<file path="src/rtl/jk_div_sequencer.sv">
`default_nettype none
// ============================================================================
// jk_div_sequencer : drives a bank of J-K stages as a programmable modulo-N
//                    counter, with divided clock, TC strobe and feedback check
// Revision: 1.0
// ============================================================================
module jk_div_sequencer #(
   parameter int W         = 3,
   parameter int N_DEFAULT = 3
) (
   input  logic         clk,
   input  logic         clr_n,
   input  logic         en,
   input  logic         restart,
   input  logic         cfg_valid,
   input  logic [W-1:0] cfg_n,
   output logic         cfg_ready,
   input  logic [W-1:0] q_fb,
   output logic [W-1:0] j_o,
   output logic [W-1:0] k_o,
   output logic         ff_clr_n,
   output logic         div_o,
   output logic         tc_o,
   output logic         err_o
);

   typedef enum logic [1:0] {
      CLEAR = 2'd0,
      HOLD  = 2'd1,
      RUN   = 2'd2
   } state_t;

   localparam logic [W-1:0] c_tc_default = W'(N_DEFAULT - 1);
   localparam logic [W-1:0] c_one        = W'(1);

   state_t       r_state;
   state_t       w_state_nxt;
   logic [W-1:0] r_tc;
   logic [W-1:0] r_exp;
   logic [W-1:0] w_nxt;
   logic [W-1:0] w_j_run;
   logic [W-1:0] w_k_run;

   // Each stage only ever gets set or reset toward the next count, never toggled
   generate
      for (genvar i = 0; i < W; i++) begin : g_stage
         assign w_j_run[i] =  w_nxt[i] & ~q_fb[i];
         assign w_k_run[i] = ~w_nxt[i] &  q_fb[i];
      end
   endgenerate

   always_comb begin
      w_nxt       = (q_fb >= r_tc) ? '0 : q_fb + c_one;
      j_o         = '0;
      k_o         = '0;
      ff_clr_n    = 1'b1;
      cfg_ready   = 1'b0;
      w_state_nxt = r_state;
      case (r_state)
         CLEAR: begin
            ff_clr_n    = 1'b0;
            w_state_nxt = HOLD;
         end
         HOLD: begin
            cfg_ready = 1'b1;
            if (en) w_state_nxt = RUN;
         end
         RUN: begin
            j_o       = w_j_run;
            k_o       = w_k_run;
            cfg_ready = (q_fb == r_tc);
            if (!en) w_state_nxt = HOLD;
         end
         default: w_state_nxt = CLEAR;
      endcase
      if (restart) w_state_nxt = CLEAR;
   end

   always_ff @(posedge clk or negedge clr_n) begin
      if (!clr_n) begin
         r_state <= CLEAR;
         r_tc    <= c_tc_default;
         r_exp   <= '0;
         div_o   <= 1'b0;
         tc_o    <= 1'b0;
         err_o   <= 1'b0;
      end else begin
         r_state <= w_state_nxt;
         // In RUN, ready only at terminal count, so a new ratio lands on the wrap
         if (cfg_valid && cfg_ready)
            r_tc <= (cfg_n == '0) ? c_one : cfg_n;
         if ((r_state != CLEAR) && (q_fb != r_exp))
            err_o <= 1'b1;
         case (r_state)
            CLEAR: begin
               r_exp <= '0;
               div_o <= 1'b0;
               tc_o  <= 1'b0;
            end
            RUN: begin
               r_exp <= w_nxt;
               div_o <= (w_nxt <= (r_tc >> 1));
               tc_o  <= (w_nxt == r_tc);
            end
            default: ;
         endcase
      end
   end

endmodule
`default_nettype wire

</file>
<file path="config.mk">
export PLATFORM = sky130hd
export DESIGN_NAME = jk_div_sequencer
export DESIGN_NICKNAME = d
export VERILOG_FILES = /design/src/rtl/jk_div_sequencer.sv
export SDC_FILE = /design/constraint.sdc
export NUM_CORES = 1
export LEC_CHECK = 0
export CAP_MARGIN = 15
export CORE_MARGIN = 2
export CORE_UTILIZATION = 50
export DETAILED_ROUTE_END_ITERATION = 7
export PLACE_DENSITY = 0.85
export SLEW_MARGIN = 20
export SYNTH_ARGS = -nofsm -noshare
export SYNTH_HDL_FRONTEND = slang
export SYNTH_SLANG_ARGS = --single-unit
</file>
<file path="constraint.sdc">
create_clock -name clk -period 6.15 [get_ports clk]
set_input_delay 0.615 -clock clk [delete_from_list [all_inputs] [get_ports clk]]
set_output_delay 0.615 -clock clk [all_outputs]
set_load 0.1 [all_outputs]
</file>
==> results of run 1 <==
-- synthesized netlist by cell type (all sizes together), types with 2 or more instances --
library cell	instances	area [um2]
a21oi	3	26.3
a32o	3	30.0
and3	3	18.8
buf	2	10.0
dfrtp	10	250
ha	9	113
inv	6	22.5
mux2	3	33.8
mux2i	2	20.0
nand2	6	22.5
nor2	7	26.3
nor2b	4	30.0
nor3b	2	15.0
o21a	2	15.0
o21ai	3	15.0
xnor2	3	26.3
xor2	2	17.5
-- through the flow --
step | utilization | instance area [um2] | cells | total power [mW] | setup WS (ps)
finish | 0.700 | 1070 | 123 | 0.453 | 1910
global route | 0.700 | 1070 | 123 | 0.488 | 1800
CTS | 0.700 | 1070 | 123 | 0.456 | 1930
detailed placement | 0.682 | 1040 | 119 | 0.405 | 1930
global placement | 0.682 | 1040 | 119 | 0.399 | 2030
floorplan | - | 820 | 84 | 0.339 | 1740
-- logic make-up after synthesis --
| group | Yosys count | synth area share |
|---|---|---|
| flops | 11 | 0.337 |
| simple gates | 27 | 0.177 |
| xor+xnor | 5 | 0.0534 |
| mux | 5 | 0.0656 |
| fa+ha+maj | 10 | 0.151 |
| compound gates | 18 | 0.176 |
| buf+inv | 8 | 0.0397 |
-- how the worst max path moves through the flow --
| stage | startpoint | to | cells past startpoint |
|---|---|---|---|
| floorplan | q_fb[0] | j_o[2] | 7 |
| detailed placement | q_fb[0] | j_o[2] | 8 |
| global placement | q_fb[0] | j_o[2] | 8 |
| CTS | q_fb[0] | j_o[2] | 8 |
| global route | q_fb[0] | j_o[2] | 8 |
| finish | q_fb[0] | j_o[2] | 8 |
-- state kept, by name, summed over array words and instances (netlist names) --
signal   flops
r_exp        3
r_tc         3
r_state      2
div_o        1
err_o        1
tc_o         1
-- layout make-up --
type	count	area [um2]
inverter	6	22.5
clock buffer	4	26.3
timing repair buffer	21	210
multi-input combinational	65	510
tap	16	20.0
fill	126	458
sequential	11	277
-- routing by layer --
| layer | GRT usage | part of all wire | vias to the layer above |
|---|---|---|---|
| met4 | 0.0303 | 0 | 0 |
| met1 | 0.247 | 0.45 | 326 |
| li1 | - | - | 341 |
| met3 | 0.0408 | 0.056 | 0 |
| met5 | 0 | 0 | - |
| met2 | 0.304 | 0.50 | 20 |
-- power groups by stage --
| stage | registers [mW] | clock network, mW | logic [mW] |
|---|---|---|---|
| 3_5_place_dp | 0.120 | 0 | 0.285 |
| 5_1_grt | 0.122 | 0.0561 | 0.310 |
| 3_3_place_gp | 0.119 | 0 | 0.280 |
| 4_1_cts | 0.118 | 0.0510 | 0.287 |
| 6_report | 0.118 | 0.0493 | 0.286 |
| 2_1_floorplan | 0.148 | 0 | 0.191 |
==> flow_summary.toml, run 1 <==
[run_status]
outcome = "finished, final reports clean"

[routing]
firstDrtPassIters = 4
viasPerCell = 5.59
via_count = 687
routedWlPerCell_um = 13.5
postRouteAntennaNets = 0
drc_errors = 0
drt_iter0_drc = 17
wirelength_um = 1660

[power_and_ir_drop]
leakage_nw = 0.459
swShare = 0.517
p_sw_uw = 234
p_clk_frac = 0.109
ir_drop_mv = 0.268
comb_power_share = 0.630
p_seq_frac = 0.261
p_int_uw = 219
p_per_area_nw_per_um2 = 425

[worst_setup_path]
r2r-end = "div_o$_DFFE_PN0N_"
path_class = "in2out"
path_cells = "clkdlybuf4s50_1, inv_1, ha_1, nor2b_2, o21a_1, nand2_1, nor3b_1, clkdlybuf4s50_1"
worstPathRequired_ps = 5530
path_max_fanout = 8
startpoint_type = "primary input"
reg2reg_slack_ps = 3520
crit_top_cell = "clkdlybuf4s50_1"
cp_data_arrival_time_ps = 3620
cp_slowest_cell = "clkdlybuf4s50_1"
endpoint_kind = "output pin"
crit_buf_inv = 3
cpPeakStageDelay_ps = 1160
r2r-start = "r_tc[1]$_DFFE_PN1P_"
critical_path.top_delay_family = "buffers and inverters"
reg2reg_depth = 9

[sta]
worst_pin_slew_ps = 974
fmax_mhz = 236
finalClockSkew_ps = 2.53
setup-tns-final_ps = 0
fin_crit_sh = 0.689
timing.hold.ws_ps = 455
slew_headroom = 0.349
period_needed_ps = 4240
setup_viol = 0
rsz0062_at_grt = "no"
hold_viol = 0
drv_slew = 0

[die]
io_pins = 22
die_w_um = 44.5
dieArea_um2 = 1980
initial_utilization = 0.538
coreArea_um2 = 1520
num_rows = 14
chipHeight_um = 44.5

[logic_synthesis]
synthFlopType = "dfrtp_1"
synth_warnings = 0
avgSynthCellArea_um2 = 9.76
syn_inst = 84
synth_cell_type_count = 34
synth_edf_count = 0
synth_area_um2 = 820
ys_seq_area_frac = 0.337
syn_nets = 104
synth-async-reset-ratio = 1.00
ys_seq_elements = 11

[cells_and_area]
drive_gt1_frac = 0.121
layout_commonest_cell = "clkdlybuf4s50_1"
area_growth_pct = 30.1
diodes = 0
finalNetCount = 128
layout_common_cells = "21 x clkdlybuf4s50_1, 10 x dfrtp_1, 9 x ha_1"

[placed_design]
place_congestion = 0.822
port_buffers = 21
dp_hpwl_um = 1350

[clock_tree]
root_buffer = "clkbuf_4"
clk_latency_ps = 260
clock_tree.buffer_depth = 2
numCtsBuffers = 3
post-cts-setup-buffers = 0
cts_tree = "done"
cts_resized = 0
clock_sinks = 11
cts_hold_buf = 0
cts_max_level = 1
clk_pin_slew_worst_paths_ps = 70

[global_route]
grt_pass1_vias = 627
grt-ovfl-total = 0
grtUsageTotal = 0.184
grt_max_degree = 15
grt_pass1_wl_um = 2680
antenna_found_initial = 0

[min_path]
hold_depth = 1
min_from = "err_o$_DFFE_PN0P_"
hp-class = "reg2reg"
whs_endpoint = "err_o$_DFFE_PN0P_"

[run]
maxCapViolCount = 0
Note: power is estimated with default switching activity, not from simulation.
==> run 2: changes to the inputs <==
--- a/config.mk
+++ b/config.mk
@@ -6,10 +6,11 @@
 export NUM_CORES = 1
 export LEC_CHECK = 0
 export CAP_MARGIN = 15
+export CORE_ASPECT_RATIO = 0.75
 export CORE_MARGIN = 2
-export CORE_UTILIZATION = 50
+export CORE_UTILIZATION = 42
 export DETAILED_ROUTE_END_ITERATION = 7
-export PLACE_DENSITY = 0.85
+export PLACE_DENSITY = 0.77
 export SLEW_MARGIN = 20
 export SYNTH_ARGS = -nofsm -noshare
 export SYNTH_HDL_FRONTEND = slang
==> constraint.sdc (replaced) <==
create_clock -name clk -period 3.8 [get_ports clk]
set_input_delay 0.38 -clock clk [delete_from_list [all_inputs] [get_ports clk]]
set_output_delay 0.38 -clock clk [all_outputs]
set_load 0.1 [all_outputs]
==> run 2 against run 1 <==
Sequential power increased by 66%. Sequential share of layout area up 0.12 points. Highest routed layer is now met4. Sequential cell count is the same. Global-route usage decreased by 0.52 points. Routed wire length rose by 7.0%. Critical path depth rose by 2. Via count rose by 0.15%. Die area grew 17%. Largest power group unchanged. Non-clock buffer count stayed put.
==> flow_summary.toml, run 2 (synthesis gave the netlist of run 1 again) <==
[run_status]
outcome = "finished, final reports clean"

[placed_design]
place_congestion = 0.890
dp_hpwl_um = 1400
placed_area_um2 = 1030
port_buffers = 21
place_inst = 125
dp_slack_ps = 622

[clock_tree]
cts_tree = "done"
clk_pin_slew_worst_paths_ps = 80
cts_max_level = 1
clock_tree.buffer_depth = 2
post-cts-setup-buffers = 0
clk_latency_ps = 280
numCtsBuffers = 3
root_buffer = "clkbuf_4"
cts_resized = 0
clock_sinks = 11
cts_hold_buf = 0

[global_route]
grt-ovfl-total = 0
antenna_found_initial = 0
grt_max_degree = 15
grtUsageTotal = 0.178
grt_pass1_vias = 653
grt_pass1_wl_um = 2940

[cells_and_area]
finalNetCount = 128
stdcell_count = 129
diodes = 0
layout_commonest_cell = "clkdlybuf4s50_1"
reg_top3 = "r_exp x3, r_tc x3, r_state x2"
layout_common_cells = "14 x clkdlybuf4s50_1, 10 x dfrtp_1, 9 x ha_1"
area_growth_pct = 29.5
stdcell_area_um2 = 1060
fin_util = 0.593
drive_gt1_frac = 0.196

[worst_setup_path]
startpoint_type = "primary input"
endpoint_kind = "flip-flop"
path_max_fanout = 8
cp_data_arrival_time_ps = 3090
path_class = "in2reg"
worstPathRequired_ps = 3980
r2r-start = "r_tc[1]$_DFFE_PN1P_"
worstSetupStartpoint = "q_fb[0]"

[die]
coreArea_um2 = 1790
io_pins = 22
chipHeight_um = 42.3
initial_utilization = 0.458
dieArea_um2 = 2320
num_rows = 13
die_w_um = 55.0

[power_and_ir_drop]
p_sw_uw = 387
comb_power_share = 0.622
leakage_nw = 0.474
ir_drop_mv = 0.540
p_seq_frac = 0.265
swShare = 0.523
power_uw = 739
p_per_area_nw_per_um2 = 696
p_int_uw = 352
p_clk_frac = 0.113

[sta]
setup_ws_ps = 887
period_needed_ps = 2910
worst_pin_slew_ps = 980
drv_slew = 0
setup_viol = 0
fin_crit_sh = 0.767
finalClockSkew_ps = 10.1
timing.hold.ws_ps = 441
hold_viol = 0
rsz0062_at_grt = "no"
slew_headroom = 0.345
fmax_mhz = 343
setup-tns-final_ps = 0

[routing]
routedWlPerCell_um = 13.8
firstDrtPassIters = 4
viasPerCell = 5.33
via_count = 688
postRouteAntennaNets = 0
wirelength_um = 1780
drt_iter0_drc = 6
drc_errors = 0

[min_path]
hp-class = "in2async"

[run]
maxCapViolCount = 0
[run 2: worst paths after layout]
check / end / slack (ps) / depth (start not counted)
min: div_o$_DFFE_PN0N_ / 440 / 1
min reg2reg: err_o$_DFFE_PN0P_ / 460 / 1
max: div_o$_DFFE_PN0N_ / 890 / 10
max reg2reg: div_o$_DFFE_PN0N_ / 1220 / 9
max in group asynchronous: r_tc[1]$_DFFE_PN1P_ / 2980 / 1
min in group clk: err_o$_DFFE_PN0P_ / 460 / 1
[run 2: critical path: stages]
cell             delay [ps]
clkdlybuf4s50_1         630
inv_1                   130
ha_1                    330
nor2b_2                 170
o21a_1                  240
nand2_1                  80
ha_1                    270
or2_2                   300
maj3_2                  300
a32o_1                  260
[run 2: final cells by class]
type	count	area [um2]
Fill cell	168	728
Multi-Input combinational cell	65	515
Sequential cell	11	277
Timing Repair Buffer	21	193
Tap cell	22	27.5
Clock buffer	4	26.3
Inverter	6	22.5
[run 2: routing by layer]
| metal | up-vias | global-route usage | share of wire |
|---|---|---|---|
| met4 | 0 | 0.0341 | 0.0067 |
| met1 | 312 | 0.243 | 0.48 |
| met5 | - | 0 | 0 |
| met2 | 30 | 0.260 | 0.42 |
| li1 | 344 | - | - |
| met3 | 2 | 0.0821 | 0.090 |
[run 2: power by group through the flow]
stage / logic (mW) / registers (mW) / clock network, mW
3_3_place_gp: 0.452 / 0.195 / 0
5_1_grt: 0.498 / 0.203 / 0.0921
2_1_floorplan: 0.310 / 0.240 / 0
4_1_cts: 0.460 / 0.196 / 0.0840
3_5_place_dp: 0.457 / 0.197 / 0
6_report: 0.460 / 0.196 / 0.0837
